[src/rtl/game_pkg.sv]
// Shared types and codes for the game sequencer: state encodings, sound codes
// and a small helper used to size the frame counter.
package game_pkg;

  typedef enum logic [2:0] {
    IDLE      = 3'd0,
    COUNTDOWN = 3'd1,
    PLAY      = 3'd2,
    HIT       = 3'd3,
    GAMEOVER  = 3'd4
  } gameState_t;

  localparam logic [2:0] SFX_START = 3'd1;
  localparam logic [2:0] SFX_GOAL  = 3'd2;
  localparam logic [2:0] SFX_HIT   = 3'd3;
  localparam logic [2:0] SFX_OVER  = 3'd4;

  function automatic int maxOf(input int a, input int b);
    return (a > b) ? a : b;
  endfunction

endpackage

[src/rtl/game_flow_ctrl_edge_det.sv]
// Rising-edge detector; history resets high so a key held through reset
// never produces a spurious edge.
module edge_det (
  input  logic clk,
  input  logic rst,
  input  logic din,
  output logic rise
);

  logic prevDin;

  always_ff @(posedge clk or negedge rst) begin
    if (!rst) prevDin <= 1'b1;
    else      prevDin <= din;
  end

  assign rise = din & ~prevDin;

endmodule

[src/rtl/game_flow_ctrl.sv]
// Top-level game sequencer: owns game state, lives and score, gates movement
// and scrolling, and issues one-cycle sound requests.
module game_flow_ctrl
  import game_pkg::*;
#(
  parameter int LIVES_INIT       = 3,
  parameter int LIVES_W          = 2,
  parameter int SCORE_W          = 16,
  parameter int COUNTDOWN_FRAMES = 180,
  parameter int HIT_FRAMES       = 60,
  parameter int GAMEOVER_FRAMES  = 300,
  parameter int GRACE_FRAMES     = 90,
  parameter int SCORE_PERIOD     = 60,
  parameter int GOAL_PTS         = 10
) (
  input  logic               clk,
  input  logic               rst,
  input  logic               frame_tick,
  input  logic               start_btn,
  input  logic               pause_btn,
  input  logic               collision,
  input  logic               goal,
  output logic               move_en,
  output logic               scroll_en,
  output logic               sfx_en,
  output logic [2:0]         sfx_sel,
  output logic [LIVES_W-1:0] lives,
  output logic [SCORE_W-1:0] score,
  output logic [2:0]         state,
  output logic               paused
);

  localparam int MAX_FRAMES = maxOf(maxOf(maxOf(COUNTDOWN_FRAMES, HIT_FRAMES),
                                          maxOf(GAMEOVER_FRAMES, GRACE_FRAMES)),
                                    SCORE_PERIOD);
  localparam int FC_W = $clog2(MAX_FRAMES) + 1;

  gameState_t          stateReg;
  logic [FC_W-1:0]     fc;
  logic                startEdge, pauseEdge, goalEdge;
  logic                fcAdvance, survivalPt;
  logic [SCORE_W-1:0]  goalAdd, scoreNext;
  logic [SCORE_W:0]    scoreSum;

  edge_det startDet (.clk(clk), .rst(rst), .din(start_btn), .rise(startEdge));
  edge_det pauseDet (.clk(clk), .rst(rst), .din(pause_btn), .rise(pauseEdge));
  edge_det goalDet  (.clk(clk), .rst(rst), .din(goal),      .rise(goalEdge));

  // Score candidate: one extra bit catches overflow so the sum can saturate.
  always_comb begin
    fcAdvance  = frame_tick && !paused && (fc != '1);
    survivalPt = frame_tick && !paused && (fc != '0) &&
                 ((fc % FC_W'(SCORE_PERIOD)) == '0);
    goalAdd    = (goalEdge && !paused) ? SCORE_W'(GOAL_PTS) : '0;
    scoreSum   = {1'b0, score} + {1'b0, goalAdd} + (SCORE_W+1)'(survivalPt);
    scoreNext  = scoreSum[SCORE_W] ? '1 : scoreSum[SCORE_W-1:0];
  end

  // Game FSM; every transition also clears the frame counter.
  always_ff @(posedge clk or negedge rst) begin
    if (!rst) begin
      stateReg <= IDLE;
      fc       <= '0;
      lives    <= '0;
      score    <= '0;
      paused   <= 1'b0;
      sfx_en   <= 1'b0;
      sfx_sel  <= '0;
    end else begin
      sfx_en  <= 1'b0;
      sfx_sel <= '0;
      if (fcAdvance) fc <= fc + 1'b1;
      case (stateReg)
        IDLE: if (startEdge) begin
          stateReg <= COUNTDOWN;
          fc       <= '0;
          lives    <= LIVES_W'(LIVES_INIT);
          score    <= '0;
          sfx_en   <= 1'b1;
          sfx_sel  <= SFX_START;
        end
        COUNTDOWN: if (fc == FC_W'(COUNTDOWN_FRAMES)) begin
          stateReg <= PLAY;
          fc       <= '0;
        end
        PLAY: begin
          // A pause edge wins over collision and scoring in the same cycle.
          if (pauseEdge) begin
            paused <= ~paused;
          end else if (!paused && collision && fc >= FC_W'(GRACE_FRAMES)) begin
            stateReg <= HIT;
            fc       <= '0;
            paused   <= 1'b0;
            lives    <= (lives != '0) ? lives - 1'b1 : lives;
            sfx_en   <= 1'b1;
            sfx_sel  <= SFX_HIT;
          end else if (!paused) begin
            score <= scoreNext;
            if (goalEdge) begin
              sfx_en  <= 1'b1;
              sfx_sel <= SFX_GOAL;
            end
          end
        end
        HIT: if (fc == FC_W'(HIT_FRAMES)) begin
          fc     <= '0;
          sfx_en <= 1'b1;
          if (lives == '0) begin
            stateReg <= GAMEOVER;
            sfx_sel  <= SFX_OVER;
          end else begin
            stateReg <= COUNTDOWN;
            sfx_sel  <= SFX_START;
          end
        end
        GAMEOVER: if (fc == FC_W'(GAMEOVER_FRAMES) || startEdge) begin
          stateReg <= IDLE;
          fc       <= '0;
        end
        default: begin
          stateReg <= IDLE;
          fc       <= '0;
          paused   <= 1'b0;
        end
      endcase
    end
  end

  assign state     = stateReg;
  assign move_en   = (stateReg == PLAY) && !paused;
  assign scroll_en = (stateReg == IDLE) || ((stateReg == PLAY) && !paused);

endmodule
[config.mk]
export PLATFORM = sky130hd
export DESIGN_NAME = game_flow_ctrl
export DESIGN_NICKNAME = d
export VERILOG_FILES = /design/src/rtl/game_pkg.sv /design/src/rtl/game_flow_ctrl_edge_det.sv /design/src/rtl/game_flow_ctrl.sv
export SDC_FILE = /design/constraint.sdc
export NUM_CORES = 1
export LEC_CHECK = 0
export BUFFER_PORTS_ARGS = -buffer_cell sky130_fd_sc_hd__buf_2
export CAP_MARGIN = 20
export CORE_MARGIN = 1.5
export CORE_UTILIZATION = 45
export DETAILED_ROUTE_END_ITERATION = 10
export PLACE_DENSITY = 0.73
export SYNTH_ARGS = -nofsm -noshare
export SYNTH_HDL_FRONTEND = slang
export SYNTH_SLANG_ARGS = --single-unit
[constraint.sdc]
create_clock -name clk -period 9.1 [get_ports clk]
set_input_delay 1.82 -clock clk [delete_from_list [all_inputs] [get_ports clk]]
set_output_delay 1.82 -clock clk [all_outputs]
set_load 0.03 [all_outputs]
==> results of run 1 <==
[cell type report]
cell class | count | area share [%]
multi-input combinational | 230 | 50.88
sequential | 39 | 34.55
timing repair buffer | 36 | 6.531
tap | 72 | 3.177
clock buffer | 7 | 2.692
inverter | 15 | 1.986
clock inverter | 1 | 0.1765
[per-stage QoR]
step	util (%)	instance area, um^2	total power, W	cells
detailed placement	50.32	2754	0.0002765	392
CTS	51.81	2835	0.0003918	400
global placement	50.32	2754	0.0002728	392
finish	51.81	2835	0.0003916	400
floorplan	-	2544	0.0002570	301
global route	51.81	2835	0.0004124	400
[layout by cell type, fill, tap and decap left out, types with 8 or more instances in the layout]
| cell | Yosys | layout |
|---|---|---|
| a31oi_1 | 8 | 8 |
| inv_1 | 15 | 15 |
| nand3_1 | 11 | 11 |
| dfrtp_1 | 36 | 36 |
| nor3_1 | 8 | 8 |
| buf_2 | 1 | 34 |
| nand2_1 | 24 | 24 |
| nor2_1 | 39 | 39 |
| a21oi_1 | 18 | 18 |
| o21ai_0 | 14 | 14 |
[final timing paths]
check | endpoint | cells after the start | slack [ns]
setup / recovery | score[2] | 15 | 4.32
hold / removal | score[3] | 2 | 0.56
setup reg to reg | score[2] | 15 | 4.32
hold reg to reg | score[3] | 2 | 0.56
max in group asynchronous | lives[1] | 1 | 6.91
min in group asynchronous | score[8] | 1 | 1.63
[logic make-up (layout without fill, tap and decap cells)]
family | after synthesis | in the layout
adder cells (fa/ha/maj) | 9 | 9
buffers and inverters | 32 | 59
XOR/XNOR | 12 | 12
multiplexers | 3 | 3
AO/OA/AOI/OAI | 78 | 78
AND/OR/NAND/NOR | 128 | 128
flip-flops | 39 | 39
[registers in the layout, summed over array words and instances (netlist names)]
| name | cells |
|---|---|
| startDet.prevDin | 1 |
| sfx_sel | 3 |
| lives | 2 |
| fc | 10 |
| score | 16 |
| sfx_en | 1 |
| paused | 1 |
| state | 3 |
| pauseDet.prevDin | 1 |
| goalDet.prevDin | 1 |
[worst min-delay path, cell delays in order, from the launching register on]
cell and delay (ns):
dfrtp_1 0.38, nand3_1 0.08, nand2_1 0.06
[cell usage after synthesis, drive strengths merged, types with 2 or more instances]
cell type and count:
buf 3, nor2 39, o211ai 3, a31oi 8, nor3 9, and2 2
nand2b 6, a22o 2, and4 2, nand4 5, clkbuf 14, nor4 8
a21boi 2, mux2i 3, o21ai 14, and3b 2, dfstp 3, xor2 7
nand2 24, or4 2, dfrtp 36, a211oi 5, ha 7, o21bai 2
a311oi 6, nor2b 6, o32ai 2, inv 15, nand3 11, xnor2 5
and3 5, or2 2, a21oi 18
[metal layers]
metal / vias to the layer above / routed length (um)
li1: 1153 / -
met5: - / 0
met4: 0 / 72
met3: 9 / 386
met2: 82 / 2991
met1: 1143 / 2688
[power by group through the flow]
stage / combinational (W) / clock, W / sequential (W)
floorplan: 0.0000577 / 0 / 0.000199
global placement: 0.0000575 / 0 / 0.000215
detailed placement: 0.0000602 / 0 / 0.000216
CTS: 0.0000603 / 0.000118 / 0.000213
global route: 0.0000703 / 0.000126 / 0.000216
finish: 0.0000604 / 0.000117 / 0.000214
==> flow_summary_export.csv, run 1 <==
group,metric,value,unit
synthesis,synth_top_family_by_area,"simple AND/OR/NAND/NOR gates",
cells_and_area,nFillCells,536,
synthesis,synth_top_area_share,35.42,%
critical_path,max_stage_delay,0.72,ns
critical_path,critPathRequiredTime,9.30,ns
cts,cts_hold_buffers,0,
sta,maxSlewViolCount,0,
synthesis,yosysWarnings,0,
sta,hold_ws,0.5552,ns
sta,setup_viol,0,
placed_design,gp_congestion,0.9542,
synthesis,syn_avg_cell_area,8.451,um^2
synthesis,synth-xor-area-share,4.132,%
critical_path,critPathArrivalTime,4.98,ns
synthesis,synth-edff-count,0,
sta,fmax,209.1,MHz
critical_path,worstSetupPathType,"flip-flop to flip-flop",
cts,clock_path_buffers,2,
cts,cts_inserted_buffers,5,
cells_and_area,seq_area,979.7,um^2
placed_design,place_ws,4.042,ns
detailed_routing,via_count,2387,
detailed_routing,viasPerCell,5.968,
cts,ctsHtreeMaxLevel,2,
synthesis,syn_inst,301,
synthesis,yosysTopAreaCell,"dfrtp_1",
critical_path,worstSetupStartpoint,"fc[5]",
detailed_routing,dr.pass1.iters,7,
power_and_ir_drop,power_density,138.1,nW/um^2
placed_design,hpwlAfterDp,4354,um
power_and_ir_drop,p_switching,0.0001262,W
grt,busiest_layer,"met2",
power_and_ir_drop,p_sw_share,32.22,%
power_and_ir_drop,p_clk_share,29.9,%
sta,min_period,4.782,ns
cells_and_area,multiInputGateArea,1443,um^2
job,maxCapViolations,0,
sta,hold_viol,0,
grt,grt_max_degree,40,
die,pin_count,35,
detailed_routing,routed_wirelength,6139,um
sta,worst_pin_slew,0.8726,ns
synthesis,synth-compound-area-share,20.71,%
cts,cts_setup_buffers,0,
critical_path,crit_path_frequent_cell,"a21boi_0",
synthesis,ys_top_cells_by_area,"dfrtp_1 (35%), nor2_1 (5.8%), a21oi_1 (3.5%), nand2_1 (3.5%), ha_1 (3.4%)",
grt,met2_usage,34.87,%
power_and_ir_drop,ir_worst_vdd,0.00008451,V
die,rows,27,
grt,antenna_found_initial,0,
run_status,outcome,"finished clean",
die,start_util,46.48,%
cells_and_area,drive_gt1_share,15.55,%
sta,slew_headroom,41.83,%
synthesis,synth_ff_type,"dfrtp_1",
die,fp.dieH,78.19,um
synthesis,seq_area_frac_synth,38.51,%
die,core_area,5473,um^2
synthesis,yosys_register_bits,39,
power_and_ir_drop,power.leakage,1.325,nW
cts,cts_root_buffer,"clkbuf_8",
detailed_routing,drt-wirelength-per-cell,15.35,um
synthesis,synthArstFlopShare,100.0,%
critical_path,start_kind,"flip-flop",
power_and_ir_drop,comb_power_share,15.4,%
synthesis,netlist_area,2544,um^2
cts,cts_tree,"yes",
synthesis,synth_mux_area_share,1.181,%
cells_and_area,nets,342,
critical_path,cp_top_family,"compound AO/OA/AOI/OAI gates",
grt,grt_pass1_wl,10290,um
critical_path,path_max_fanout,17,
sta,clock-skew-final,0.008590,ns
critical_path,end_kind,"flip-flop",
detailed_routing,drt_iter0_drc,175,
die,die_area,6113,um^2
die,die_w,78.19,um
placed_design,numPortBuffers,34,
cells_and_area,antennaDiodeCount,0,
cells_and_area,area_delta_synth_final,11.46,%
power_and_ir_drop,intPower,0.0002655,W
critical_path,crit_path_cell_trace,"nor2b_1 -> a21boi_0 -> o21ai_0 -> a21boi_0 -> o2bb2ai_1 -> a2111oi_0 -> ha_1 -> inv_1 -> fa_1 -> and3b_1 -> o211ai_1 -> or4b_1 -> a21oi_1 -> nor2_1 -> a311oi_1",
power_and_ir_drop,seqPwrFrac,54.6,%
synthesis,synth_cell_types,60,
synthesis,synthSimpleGateAreaFrac,26.07,%
grt,met3_usage,3.605,%
sta,period_share,52.55,%
sta,tns,0,ns
sta,worst_slack,4.318,ns
sta,rsz0062_at_grt,"no",
synthesis,syn_nets,316,
cts,worstSkewPairLatency,0.30,ns
grt,grt_use_total,21.00,%
cts,cts_sinks,39,
grt,met1_usage,27.70,%
grt,grt_pass1_vias,2185,
critical_path,r2r-start,"fc[5]",
detailed_routing,drc,0,
synthesis,synthAdderAreaFrac,4.624,%
grt,gr-total-overflow,0,
cts,path_clk_slew,0.08,ns
min_path,hp-start,"score[3]",
critical_path,crit_buf_inv,1,
min_path,hold_class,"flip-flop to flip-flop",
critical_path,critPathSlowestCell,"dfrtp_1",
cts,cts_resized,0,
detailed_routing,postRouteAntennaNets,0,
Power figures use the tool's default switching activity.
==> run 2, diff against run 1 <==
Clock period 9.1 ns to 4.45 ns, I/O delays scaled along.
==> run 2 against run 1 <==
  * Critical path depth increased by 1
  * Non-clock buffer count increased by 14
  * Via count increased by 2.2%
  * Global-route usage about the same
  * Sequential power increased by 100%
  * Wire length increased by 3.0%
  * Register-to-register slack got worse by 4.0 ns
  * Cell count increased by 3.5%
  * Largest cell class unchanged
  * Sequential cell count unchanged
  * First-iteration DRC count decreased by 9.7%
  * Count of clock-buffer cells in the layout decreased by 1
==> flow_summary_export.csv, run 2 (synthesis results as in run 1) <==
group,metric,value,unit
run_status,outcome,"finished clean",
cells_and_area,seq_area,984.7,um^2
placed_design,placed_cell_area,2799,um^2
detailed_routing,drt-wirelength-per-cell,15.28,um
cts,cts_sinks,39,
sta,worst_slack,0.2701,ns
cts,ctsHtreeMaxLevel,2,
detailed_routing,drt_iter0_drc,158,
critical_path,worstSetupPathType,"flip-flop to flip-flop",
cts,clock_path_buffers,2,
cells_and_area,reg_top3,"score x16, fc x10",
grt,grt_max_degree,40,
placed_design,place_ws,0.04808,ns
detailed_routing,via_count,2439,
detailed_routing,postRouteAntennaNets,0,
critical_path,critPathArrivalTime,4.38,ns
cts,cts_hold_buffers,0,
grt,grt_pass1_wl,10270,um
job,maxCapViolations,0,
cts,cts_inserted_buffers,5,
cts,worstSkewPairLatency,0.30,ns
detailed_routing,viasPerCell,5.891,
critical_path,path_max_fanout,8,
power_and_ir_drop,ir_worst_vdd,0.0002297,V
cells_and_area,antennaDiodeCount,0,
cells_and_area,final_area,3017,um^2
cells_and_area,top_register,"score",
cells_and_area,final_cell_mix,"nor2_1 (39), buf_2 (34), dfrtp_1 (32), nand2_1 (24), a21oi_1 (18)",
cells_and_area,nFillCells,518,
cts,cts_root_buffer,"clkbuf_8",
cells_and_area,fin_util,55.12,%
grt,antenna_found_initial,0,
cts,cts_tree,"yes",
critical_path,crit_path_cell_trace,"buf_12 -> nor2b_1 -> a21boi_0 -> o21ai_1 -> a21boi_0 -> o2bb2ai_1 -> a2111oi_2 -> ha_2 -> inv_1 -> fa_1 -> and3b_1 -> o211ai_1 -> or4b_4 -> a21oi_1 -> nor2_1 -> a311oi_1",
detailed_routing,routed_wirelength,6324,um
cells_and_area,drive_gt1_share,22.22,%
die,fp.dieH,78.19,um
die,die_area,6113,um^2
critical_path,end_kind,"flip-flop",
critical_path,critPathSlowestCell,"or4b_4",
sta,clock-skew-final,0.006191,ns
placed_design,gp_congestion,0.9135,
critical_path,critPathRequiredTime,4.65,ns
die,pin_count,35,
grt,grt_use_total,21.04,%
sta,setup_viol,0,
min_path,hold_class,"flip-flop to flip-flop",
die,rows,27,
sta,maxSlewViolCount,0,
critical_path,start_kind,"flip-flop",
cells_and_area,largest_reg_flops,16,
die,start_util,46.48,%
power_and_ir_drop,power_density,295.1,nW/um^2
sta,min_period,4.180,ns
sta,hold_viol,0,
detailed_routing,dr.pass1.iters,4,
die,core_area,5473,um^2
detailed_routing,drc,0,
cells_and_area,multiInputGateArea,1465,um^2
sta,fmax,239.2,MHz
die,die_w,78.19,um
sta,period_share,93.93,%
grt,gr-total-overflow,0,
sta,worst_pin_slew,0.9020,ns
cts,path_clk_slew,0.08,ns
critical_path,max_stage_delay,0.61,ns
placed_design,hpwlAfterDp,4376,um
sta,slew_headroom,39.87,%
power_and_ir_drop,power.leakage,1.411,nW
grt,grt_pass1_vias,2199,
cells_and_area,mostFrequentLayoutCell,"nor2_1",
cells_and_area,area_delta_synth_final,18.59,%
placed_design,numPortBuffers,34,
critical_path,crit_path_frequent_cell,"a21boi_0",
cells_and_area,nets,356,
-- run 2: cell count changes in the layout (fill, tap and decap cells not counted), moves of 2 or more --
cell,before,now
dfrtp_2,0,4
o21ai_0,14,12
clkbuf_1,2,0
o21ai_1,0,2
dfrtp_1,36,32
buf_4,2,15
-- run 2: worst paths after layout --
kind	startpoint	end	slack, ns	cells after the start
max in group asynchronous	rst	fc[6]	3.11	1
max	fc[5]	score[2]	0.27	16
max reg2reg	fc[5]	score[2]	0.27	16
min reg2reg	lives[1]	lives[1]	0.56	2
min	lives[1]	lives[1]	0.56	2
min in group asynchronous	rst	score[9]	0.71	1
-- run 2: cell type report --
class	instances	area share (%)
multi-input combinational	230	48.57
tap	72	2.986
clock inverter	2	1.161
clock buffer	6	2.737
inverter	15	1.866
timing repair buffer	50	10.04
sequential	39	32.64
-- run 2: timing repair --
item                       in CTS  in global routing
gates resized for setup         0                 12
setup endpoints to repair       0                 11
buffers inserted                0                  8
-- run 2: per-layer routing --
| metal | wire, um | up-vias | GRT usage [%] | share of wire, % |
|---|---|---|---|---|
| met5 | 0 | - | 0 | 0 |
| met4 | 87 | 0 | 6.607 | 1.4 |
| met3 | 299 | 9 | 3.256 | 4.7 |
| met2 | 3087 | 73 | 35.48 | 49 |
| met1 | 2849 | 1172 | 27.66 | 45 |
| li1 | - | 1185 | - | - |
-- run 2: worst max-delay path, delay by kind of cell, from the launching register on --
family / cells / cell delay [ns]
AO/OA/AOI/OAI: 8 / 1.70
flip-flops: 1 / 0.46
buffers and inverters: 2 / 0.18
AND/OR/NAND/NOR: 4 / 1.12
adder cells (fa/ha/maj): 2 / 0.62
-- run 2: power breakdown --
group / total (W) / switching [W] / internal [W]
Combinational: 0.000140 / 0.0000800 / 0.0000603
Sequential: 0.000435 / 0.0000571 / 0.000378
Clock: 0.000315 / 0.000133 / 0.000182
-- run 2: per-stage QoR --
step | total power [W] | std cells | hold WS (ns) | setup TNS (ns)
2_1_floorplan | 0.0005256 | 301 | 0.5496 | 0
6_report | 0.0008902 | 414 | 0.5644 | 0
3_5_place_dp | 0.0005750 | 398 | 0.5384 | 0
4_1_cts | 0.0008885 | 406 | 0.5556 | 0
5_1_grt | 0.0009371 | 414 | 0.5885 | -0.02530
3_3_place_gp | 0.0005691 | 398 | 0.5281 | 0
